<file path="config.mk">
export PLATFORM = sky130hd
export DESIGN_NAME = button_debounce
export DESIGN_NICKNAME = d
export VERILOG_FILES = /design/src/rtl/button_debounce.sv
export SDC_FILE = /design/constraint.sdc
export NUM_CORES = 1
export LEC_CHECK = 0
export BUFFER_PORTS_ARGS = -buffer_cell sky130_fd_sc_hd__buf_2
export CAP_MARGIN = 15
export CORE_MARGIN = 3
export CORE_UTILIZATION = 50
export CTS_CLUSTER_SIZE = 30
export DETAILED_ROUTE_END_ITERATION = 7
export PLACE_DENSITY = 0.73
export SYNTH_ARGS = -nofsm -noshare
export SYNTH_HDL_FRONTEND = slang
export SYNTH_SLANG_ARGS = --single-unit
</file>
<file path="constraint.sdc">
create_clock -name clk -period 2.3 [get_ports clk]
set_clock_uncertainty 0.15 [all_clocks]
set_input_delay 0.115 -clock clk [delete_from_list [all_inputs] [get_ports clk]]
set_output_delay 0.115 -clock clk [all_outputs]
set_load 0.005 [all_outputs]
</file>
<file path="src/rtl/button_debounce.sv">
// -----------------------------------------------------------------------------
// button_debounce
//
// Cleans raw active-low push-button pins before they reach the LED counter
// logic. Each channel has the same path:
//   2-FF synchronizer -> stable-time debounce filter -> registered outputs.
// The outputs are an active-high debounced level and single-cycle press and
// release strobes. An optional long-press detector adds a one-shot strobe once
// a button has been held for LONG_CYC cycles.
//
// Optional feature macro: BUTTON_DEBOUNCE_LONG_PRESS_EN
//   defined   : per-channel hold counter drives long_p
//   undefined : no hold-counter hardware, long_p is tied to 0
//
// Parameters
//   N_BTN         number of button channels
//   DEBOUNCE_CYC  stable cycles required before the level changes (>= 1)
//   LONG_CYC      held-pressed cycles before long_p (long-press build only)
//
// Ports
//   clk        in   1      system clock, all logic on posedge
//   rst_n      in   1      asynchronous active-low reset
//   btn_n      in   N_BTN  raw button pins, 0 = pressed, asynchronous to clk
//   pressed    out  N_BTN  debounced level, 1 = pressed
//   press_p    out  N_BTN  1-cycle strobe on the first cycle of pressed = 1
//   release_p  out  N_BTN  1-cycle strobe on the first cycle of pressed = 0
//   long_p     out  N_BTN  1-cycle strobe after LONG_CYC held cycles
// -----------------------------------------------------------------------------
module button_debounce #(
    parameter int unsigned N_BTN        = 2,
    parameter int unsigned DEBOUNCE_CYC = 270000,
    parameter int unsigned LONG_CYC     = 27000000
) (
    input  logic             clk,
    input  logic             rst_n,
    input  logic [N_BTN-1:0] btn_n,
    output logic [N_BTN-1:0] pressed,
    output logic [N_BTN-1:0] press_p,
    output logic [N_BTN-1:0] release_p,
    output logic [N_BTN-1:0] long_p
);

    // Both counters compare against (CYC - 1), so zero would underflow.
    if (DEBOUNCE_CYC < 1 || LONG_CYC < 1) begin : g_bad_cfg
        $error("button_debounce: DEBOUNCE_CYC and LONG_CYC must be >= 1");
    end

    localparam int unsigned CNT_W = $clog2(DEBOUNCE_CYC + 1);
    localparam logic [CNT_W-1:0] CNT_LAST = CNT_W'(DEBOUNCE_CYC - 1);
    localparam logic [CNT_W-1:0] CNT_ONE  = CNT_W'(1);

    // -------------------------------------------------------------------------
    // Synchronizer: reset to 1 so that a button held through reset is seen as
    // a fresh press and has to pass the full debounce time.
    // -------------------------------------------------------------------------
    logic [N_BTN-1:0] sync1_q;
    logic [N_BTN-1:0] sync2_q;

    always_ff @(posedge clk or negedge rst_n) begin
        if (!rst_n) begin
            sync1_q <= '1;
            sync2_q <= '1;
        end else begin
            sync1_q <= btn_n;
            sync2_q <= sync1_q;
        end
    end

    // -------------------------------------------------------------------------
    // Debounce filter
    // -------------------------------------------------------------------------
    logic [CNT_W-1:0] cnt_q [N_BTN];
    logic [CNT_W-1:0] cnt_d [N_BTN];
    logic [N_BTN-1:0] pressed_q;
    logic [N_BTN-1:0] pressed_d;
    logic [N_BTN-1:0] press_q;
    logic [N_BTN-1:0] press_d;
    logic [N_BTN-1:0] release_q;
    logic [N_BTN-1:0] release_d;
    logic [N_BTN-1:0] level_sync;

    // Active-high view of the synchronized pins.
    assign level_sync = ~sync2_q;

    always_comb begin
        cnt_d     = cnt_q;
        pressed_d = pressed_q;
        press_d   = '0;
        release_d = '0;
        for (int unsigned i = 0; i < N_BTN; i++) begin
            if (level_sync[i] == pressed_q[i]) begin
                // Agreement (or a bounce back) discards any partial count.
                cnt_d[i] = '0;
            end else if (cnt_q[i] == CNT_LAST) begin
                // This is the DEBOUNCE_CYC-th consecutive disagreeing cycle.
                cnt_d[i]     = '0;
                pressed_d[i] = level_sync[i];
                press_d[i]   = level_sync[i];
                release_d[i] = ~level_sync[i];
            end else begin
                cnt_d[i] = cnt_q[i] + CNT_ONE;
            end
        end
    end

    always_ff @(posedge clk or negedge rst_n) begin
        if (!rst_n) begin
            for (int unsigned i = 0; i < N_BTN; i++) begin
                cnt_q[i] <= '0;
            end
            pressed_q <= '0;
            press_q   <= '0;
            release_q <= '0;
        end else begin
            for (int unsigned i = 0; i < N_BTN; i++) begin
                cnt_q[i] <= cnt_d[i];
            end
            pressed_q <= pressed_d;
            press_q   <= press_d;
            release_q <= release_d;
        end
    end

    assign pressed   = pressed_q;
    assign press_p   = press_q;
    assign release_p = release_q;

    // -------------------------------------------------------------------------
    // Long-press detector
    // -------------------------------------------------------------------------
`ifdef BUTTON_DEBOUNCE_LONG_PRESS_EN
    localparam int unsigned HOLD_W = $clog2(LONG_CYC + 1);
    localparam logic [HOLD_W-1:0] HOLD_LAST = HOLD_W'(LONG_CYC - 1);
    localparam logic [HOLD_W-1:0] HOLD_SAT  = HOLD_W'(LONG_CYC);
    localparam logic [HOLD_W-1:0] HOLD_ONE  = HOLD_W'(1);

    logic [HOLD_W-1:0] hold_q [N_BTN];
    logic [HOLD_W-1:0] hold_d [N_BTN];
    logic [N_BTN-1:0]  long_q;
    logic [N_BTN-1:0]  long_d;

    // The counter parks at LONG_CYC, one past the firing value, so the strobe
    // fires once per hold no matter how long the button stays down.
    always_comb begin
        hold_d = hold_q;
        long_d = '0;
        for (int unsigned i = 0; i < N_BTN; i++) begin
            if (!pressed_q[i]) begin
                hold_d[i] = '0;
            end else begin
                if (hold_q[i] == HOLD_LAST) begin
                    long_d[i] = 1'b1;
                end
                if (hold_q[i] != HOLD_SAT) begin
                    hold_d[i] = hold_q[i] + HOLD_ONE;
                end
            end
        end
    end

    always_ff @(posedge clk or negedge rst_n) begin
        if (!rst_n) begin
            for (int unsigned i = 0; i < N_BTN; i++) begin
                hold_q[i] <= '0;
            end
            long_q <= '0;
        end else begin
            for (int unsigned i = 0; i < N_BTN; i++) begin
                hold_q[i] <= hold_d[i];
            end
            long_q <= long_d;
        end
    end

    assign long_p = long_q;
`else
    assign long_p = '0;
`endif

endmodule

</file>
==> summary.txt, run 1 <==
MaxCap Viol Count -> 0
Crit Reg-Reg Startpoint -> cnt_q[19]
Syn Area/Cell -> 10.12 um2
Dpl cells -> 284
Hold Crit Class -> input port to asynchronous set/reset pin
FF+latch area -> 1206 um2
Cell Area, Synth -> 2276 um2
WL met2 -> 1690 um
Post-synth EDFFs -> 0
Cells after synthesis -> 225
Tcrit/Tclk final -> 89.95%
Drt total wl -> 3996 um
Final hold vios -> 0
Setup TNS -> 0 ns
Post-detail-place hpwl -> 2788 um
R2r endpoint -> cnt_q[35]
Clock buffer count from CTS -> 5
Final setup violating endpoints -> 0
Core area -> 4202 um2
DRC violations left -> 0
Area grow syn2layout -> 10.50%
Multi-input logic area -> 1011 um2
Final Slew Violations -> 0
First-pass GRT wire length -> 7189 um
Max Buffers Root-to-Sink -> 2
FMAX -> 483.3 MHz
Initial Util -> 54.17%
Worst path max stage delay -> 0.57 ns
# IOs -> 12
Pre-antenna DRT Iters -> 5
Final std cells w/o fill -> 295
End of the critical path -> cnt_q[35]
Pin count of the biggest net entering global routing -> 18
Lkg Pwr -> 1.073 nW
Port Buffers -> 9
Status -> finished, final reports clean
Cell Rows -> 23
Start point of the critical path -> cnt_q[19]
DIE WIDTH -> 73.47 um
Most frequent cells in the layout -> dfrtp_1, nor2_1, xor2_1
RSZ-0062 raised after global routing -> no
Cell Pwr Density -> 559.8 nW/um2
Setup CP Type -> flip-flop to flip-flop
NumNets Final -> 250
Fin Hold WS -> 0.1237 ns
GPL Wtd Cong -> 0.8162
Layout cell share with drive strength beyond 1 -> 13.47%
Routed length per instance -> 13.55 um
Slowest-stage cell, CP -> or4_1
Critical path capture point type -> flip-flop
FFs w/ async S/R, synth -> 100.0%
CP Max Fanout -> 7
Metal-1 WL -> 2095 um
Total GRT Usage -> 16.81%
ANT cells -> 0
Vias in the first global route -> 1558
Max VDD drop -> 0.2543 mV
Post-route antenna net violation count -> 0
R2R cell count -> 5
Worst setup SP type -> flip-flop
Setup Buffers After CTS -> 0
Met3 wire length -> 175 um
Full die area -> 5397 um2
DR vias/cell -> 5.492
Post-layout min period -> 2.069 ns
CP Cell Sequence -> ha_1, nand3_1, or4_1, or3_1, a21oi_1
Yosys warning count -> 0
Total number of vias -> 1620
Sequential fraction of the synthesis area -> 53.00%
Final instance area -> 2515 um2
GRT overflow -> 0
Uppermost routed layer -> met4
Vert. Die Dim -> 73.47 um
Commonest non-fill, non-tap cell in the layout -> dfrtp_1
Fillcell total -> 356
DP Area -> 2400 um2
CTS Sinks -> 48
Worst path arrival time -> 2.14 ns
#FFs+latches synth -> 48
DR iter-0 viols -> 109
R2R Setup Slk -> 0.23 ns
CTS tree -> done
Clk Latency, worst-skew pair -> 0.30 ns
Synth Flop Type -> dfrtp_1
Critical path data required time -> 2.37 ns
Netlist cell types -> 33
Clk pin slew, worst setup/hold paths -> 0.08 ns
Clk root buf -> clkbuf_8
Initial antenna violation count -> 0
H-tree depth -> 2
-- critical path, delay by kind of cell, from the launching register on --
kind / cells / cell delay (ns)
and+or+nand+nor: 3 / 1.11
adders and majority gates: 1 / 0.21
AOI/OAI and AO/OA: 1 / 0.14
DFF: 1 / 0.39
-- cell usage after synthesis (3+ instances only) --
cell type	instances	share of area, %
dfstp_2	4	4.6
dfrtp_1	44	48
nor4_1	7	1.9
or3_1	6	1.6
and4_1	5	1.9
nor4b_1	3	1.2
nand3_1	15	3.3
buf_2	5	1.1
xnor2_1	14	5.4
and3_1	6	1.6
a21oi_1	6	1.3
xor2_1	16	6.2
inv_1	4	0.66
nand4_1	10	2.7
nor3_1	3	0.66
nor2_1	37	6.1
nand2_1	10	1.6
or4_1	3	0.99
o21ai_0	8	1.8
-- worst min-delay path by stage --
stage	from	end	slack [ns]
2_1_floorplan	rst_n	cnt_q[0]	-0.33
3_3_place_gp	rst_n	cnt_q[32]	-0.11
3_5_place_dp	rst_n	cnt_q[32]	-0.1
4_1_cts	rst_n	cnt_q[32]	0.13
5_1_grt	rst_n	cnt_q[32]	0.17
6_report	rst_n	cnt_q[32]	0.12
-- area by class of cell --
type,count,share of cell area (%)
multi-input combinational,165,40.20
timing repair buffer,20,5.373
tap,50,2.488
sequential,48,47.96
clock buffer,6,2.886
clock inverter,2,0.4975
inverter,4,0.5970
-- stage by stage --
step,util [%],setup slack (ns),total power [W]
after floorplan,-,0.3881,0.0009095
after global placement,57.12,0.3172,0.0009386
after detailed placement,57.12,0.2514,0.0009406
after CTS,59.86,0.2351,0.001418
after global routing,59.86,0.001678,0.001461
final,59.86,0.2311,0.001408
-- logic make-up after synthesis --
group                      after synthesis  share of synthesized area (%)
xor gates and xnor gates                30                          11.54
and+or+nand+nor                        113                          26.83
adders and majority gates                2                          1.099
other                                    1                         0.1648
DFF                                     48                          53.00
muxes                                    1                         0.4398
buffers and inverters                   13                          2.748
AOI/OAI and AO/OA                       17                          4.179
-- state kept, by name, summed over array words and instances (netlist names) --
register and flops:
cnt_q 38, press_p 2, pressed 2, release_p 2, sync1_q 2, sync2_q 2
-- power by group --
group / internal (W) / leakage [nW] / total [W] / switching (W)
combinational: 0.0000209 / 0.379 / 0.0000573 / 0.0000364
clock: 0.000213 / 0.0412 / 0.000481 / 0.000269
sequential: 0.000858 / 0.652 / 0.000869 / 0.0000109
-- repair_timing --
| action | 4_1_cts | 5_1_grt |
|---|---|---|
| resized for setup | 0 | 0 |
| hold buffers | 3 | 0 |
| endpoints found under the hold margin | 46 | 0 |
-- routing by layer --
metal  vias up  global-route usage (%)
met5         -                       0
met4         0                   5.030
met3         4                   3.967
met2        39                   24.11
met1       757                   25.15
li1        820                       -
(Power assumes the default switching activity.)
==> run 2, diff against run 1 <==
--- a/config.mk
+++ b/config.mk
@@ -11,7 +11,8 @@
 export CORE_UTILIZATION = 50
 export CTS_CLUSTER_SIZE = 30
 export DETAILED_ROUTE_END_ITERATION = 7
-export PLACE_DENSITY = 0.73
+export MAX_ROUTING_LAYER = met4
+export PLACE_DENSITY = 0.76
 export SYNTH_ARGS = -nofsm -noshare
 export SYNTH_HDL_FRONTEND = slang
 export SYNTH_SLANG_ARGS = --single-unit
==> constraint.sdc (replaced) <==
create_clock -name clk -period 1.7 [get_ports clk]
set_clock_uncertainty 0.15 [all_clocks]
set_input_delay 0.085 -clock clk [delete_from_list [all_inputs] [get_ports clk]]
set_output_delay 0.085 -clock clk [all_outputs]
set_load 0.005 [all_outputs]
==> run 2 against run 1 <==
- via count grew 24%
- clock-buffer cell count shrank 1
- clock power grew 73%
- largest cell class unchanged
- global-route usage grew 5.3 points
- sequential share of layout area shrank 9.5 points
- flip-flop and latch count is the same
- the run now ends with setup timing left
==> summary.txt, run 2 (same netlist as run 1, synthesis figures left out) <==
Status -> finished, violations left
Failing checks -> setup timing
Clk root buf -> clkbuf_8
Max FFs per register -> 38
Setup CP Type -> flip-flop to flip-flop
Final Slew Violations -> 0
Post-layout min period -> 1.905 ns
Pre-antenna DRT Iters -> 4
Worst setup margin -> -0.2054 ns
RSZ-0062 raised after global routing -> yes
First-pass GRT wire length -> 8949 um
Fin Hold WS -> 0.2136 ns
Core area -> 4202 um2
Fillcell total -> 244
Slew @ Worst Pin -> 0.5881 ns
Total number of vias -> 2013
Vert. Die Dim -> 73.47 um
Largest register by flop count -> cnt_q
Critical path capture point type -> flip-flop
CTS Sinks -> 48
Full die area -> 5397 um2
Cell Pwr Density -> 680.6 nW/um2
Worst setup SP type -> flip-flop
Clk pin slew, worst setup/hold paths -> 0.09 ns
Lkg Pwr -> 1.404 nW
Clk Latency, worst-skew pair -> 0.30 ns
FMAX -> 524.8 MHz
Area grow syn2layout -> 38.04%
DIE WIDTH -> 73.47 um
Commonest non-fill, non-tap cell in the layout -> buf_4
Hold path depth -> 0
Drt total wl -> 6372 um
Post-route antenna net violation count -> 0
CTS tree -> done
Layout cell share with drive strength beyond 1 -> 39.19%
Critical path data required time -> 1.74 ns
Final setup violating endpoints -> 37
DR vias/cell -> 5.818
Initial Util -> 54.17%
Final hold vios -> 0
Worst path arrival time -> 1.94 ns
Fin util -> 74.78%
R2R cell count -> 6
Tcrit/Tclk final -> 112.1%
Pin count of the biggest net entering global routing -> 49
CP Max Fanout -> 4
Most frequent cells in the layout -> buf_4, dfrtp_1, nor2_1
Initial antenna violation count -> 0
Hold Crit Class -> flip-flop to flip-flop
MaxCap Viol Count -> 0
GRT overflow -> 0
ANT cells -> 0
H-tree depth -> 2
GPL Wtd Cong -> 0.9194
Routed length per instance -> 18.42 um
Clock buffer count from CTS -> 5
Max Buffers Root-to-Sink -> 2
Max VDD drop -> 0.3095 mV
NumNets Final -> 301
Slew headroom -> 60.79%
Total GRT Usage -> 22.06%
Vias in the first global route -> 1928
# IOs -> 12
Cell Rows -> 23
Post-detail-place hpwl -> 3486 um
Port Buffers -> 9
DRC violations left -> 0
DR iter-0 viols -> 174
run 2: power by group:
part           internal (W)  total [W]  switching [W]
registers           0.00116    0.00118      0.0000197
clock network      0.000436   0.000834       0.000399
logic             0.0000578   0.000123      0.0000652
run 2: routing by layer:
metal  routed length, um  global-route usage, %  share of wire [%]  vias to the layer above
li1                    -                      -                  -                      923
met4                 156                  6.640                2.4                        0
met2                3164                  34.25                 50                       64
met1                2710                  28.50                 43                     1013
met5                   0                      -                  0                        -
met3                 341                  5.609                5.4                       13
run 2: layout make-up:
class / instances / area, um2 / share of cell area, %
Clock buffer: 5 / 68.82 / 2.190
Clock inverter: 3 / 42.54 / 1.354
Inverter: 4 / 15.01 / 0.4779
Multi-Input combinational cell: 165 / 1184 / 37.67
Sequential cell: 48 / 1207 / 38.43
Tap cell: 50 / 62.56 / 1.991
Timing Repair Buffer: 71 / 561.8 / 17.88
run 2: stage by stage:
step	cell area (um2)	total power, W	setup TNS (ns)	worst slack [ns]	cells
2_1_floorplan	2367	0.001241	-0.6092	-0.05406	226
3_3_place_gp	2803	0.001298	-0.6116	-0.04984	327
3_5_place_dp	2803	0.001303	-2.249	-0.1192	327
4_1_cts	3020	0.002126	-0.9159	-0.07181	341
5_1_grt	3142	0.002218	-5.063	-0.2372	346
6_report	3142	0.002138	-2.698	-0.2054	346
run 2: timing repair:
action | 4_1_cts | 5_1_grt
endpoints found under the hold margin | 46 | 0
setup buffers | 3 | 5
cloned | 0 | 0
gates resized for setup | 13 | 25
pin swaps | 5 | 11
hold buffers | 3 | 0
endpoints found under the setup margin | 41 | 42
run 2: critical path, stage by stage, from the launching register on:
cell and delay [ns]:
dfrtp_1 0.42, ha_4 0.18, nand3_4 0.09, nor4_1 0.37, buf_4 0.19, mux2i_1 0.07, nor4b_1 0.34
run 2: path summary, 6_finish.rpt:
path | to | startpoint | slack (ns)
max | cnt_q[37] | cnt_q[20] | -0.21
min | sync2_q[1] | sync1_q[1] | 0.21
max reg2reg | cnt_q[37] | cnt_q[20] | -0.21
min reg2reg | sync2_q[1] | sync1_q[1] | 0.21
max in group asynchronous | cnt_q[26] | rst_n | 0.70
min in group asynchronous | pressed[0] | rst_n | 0.28
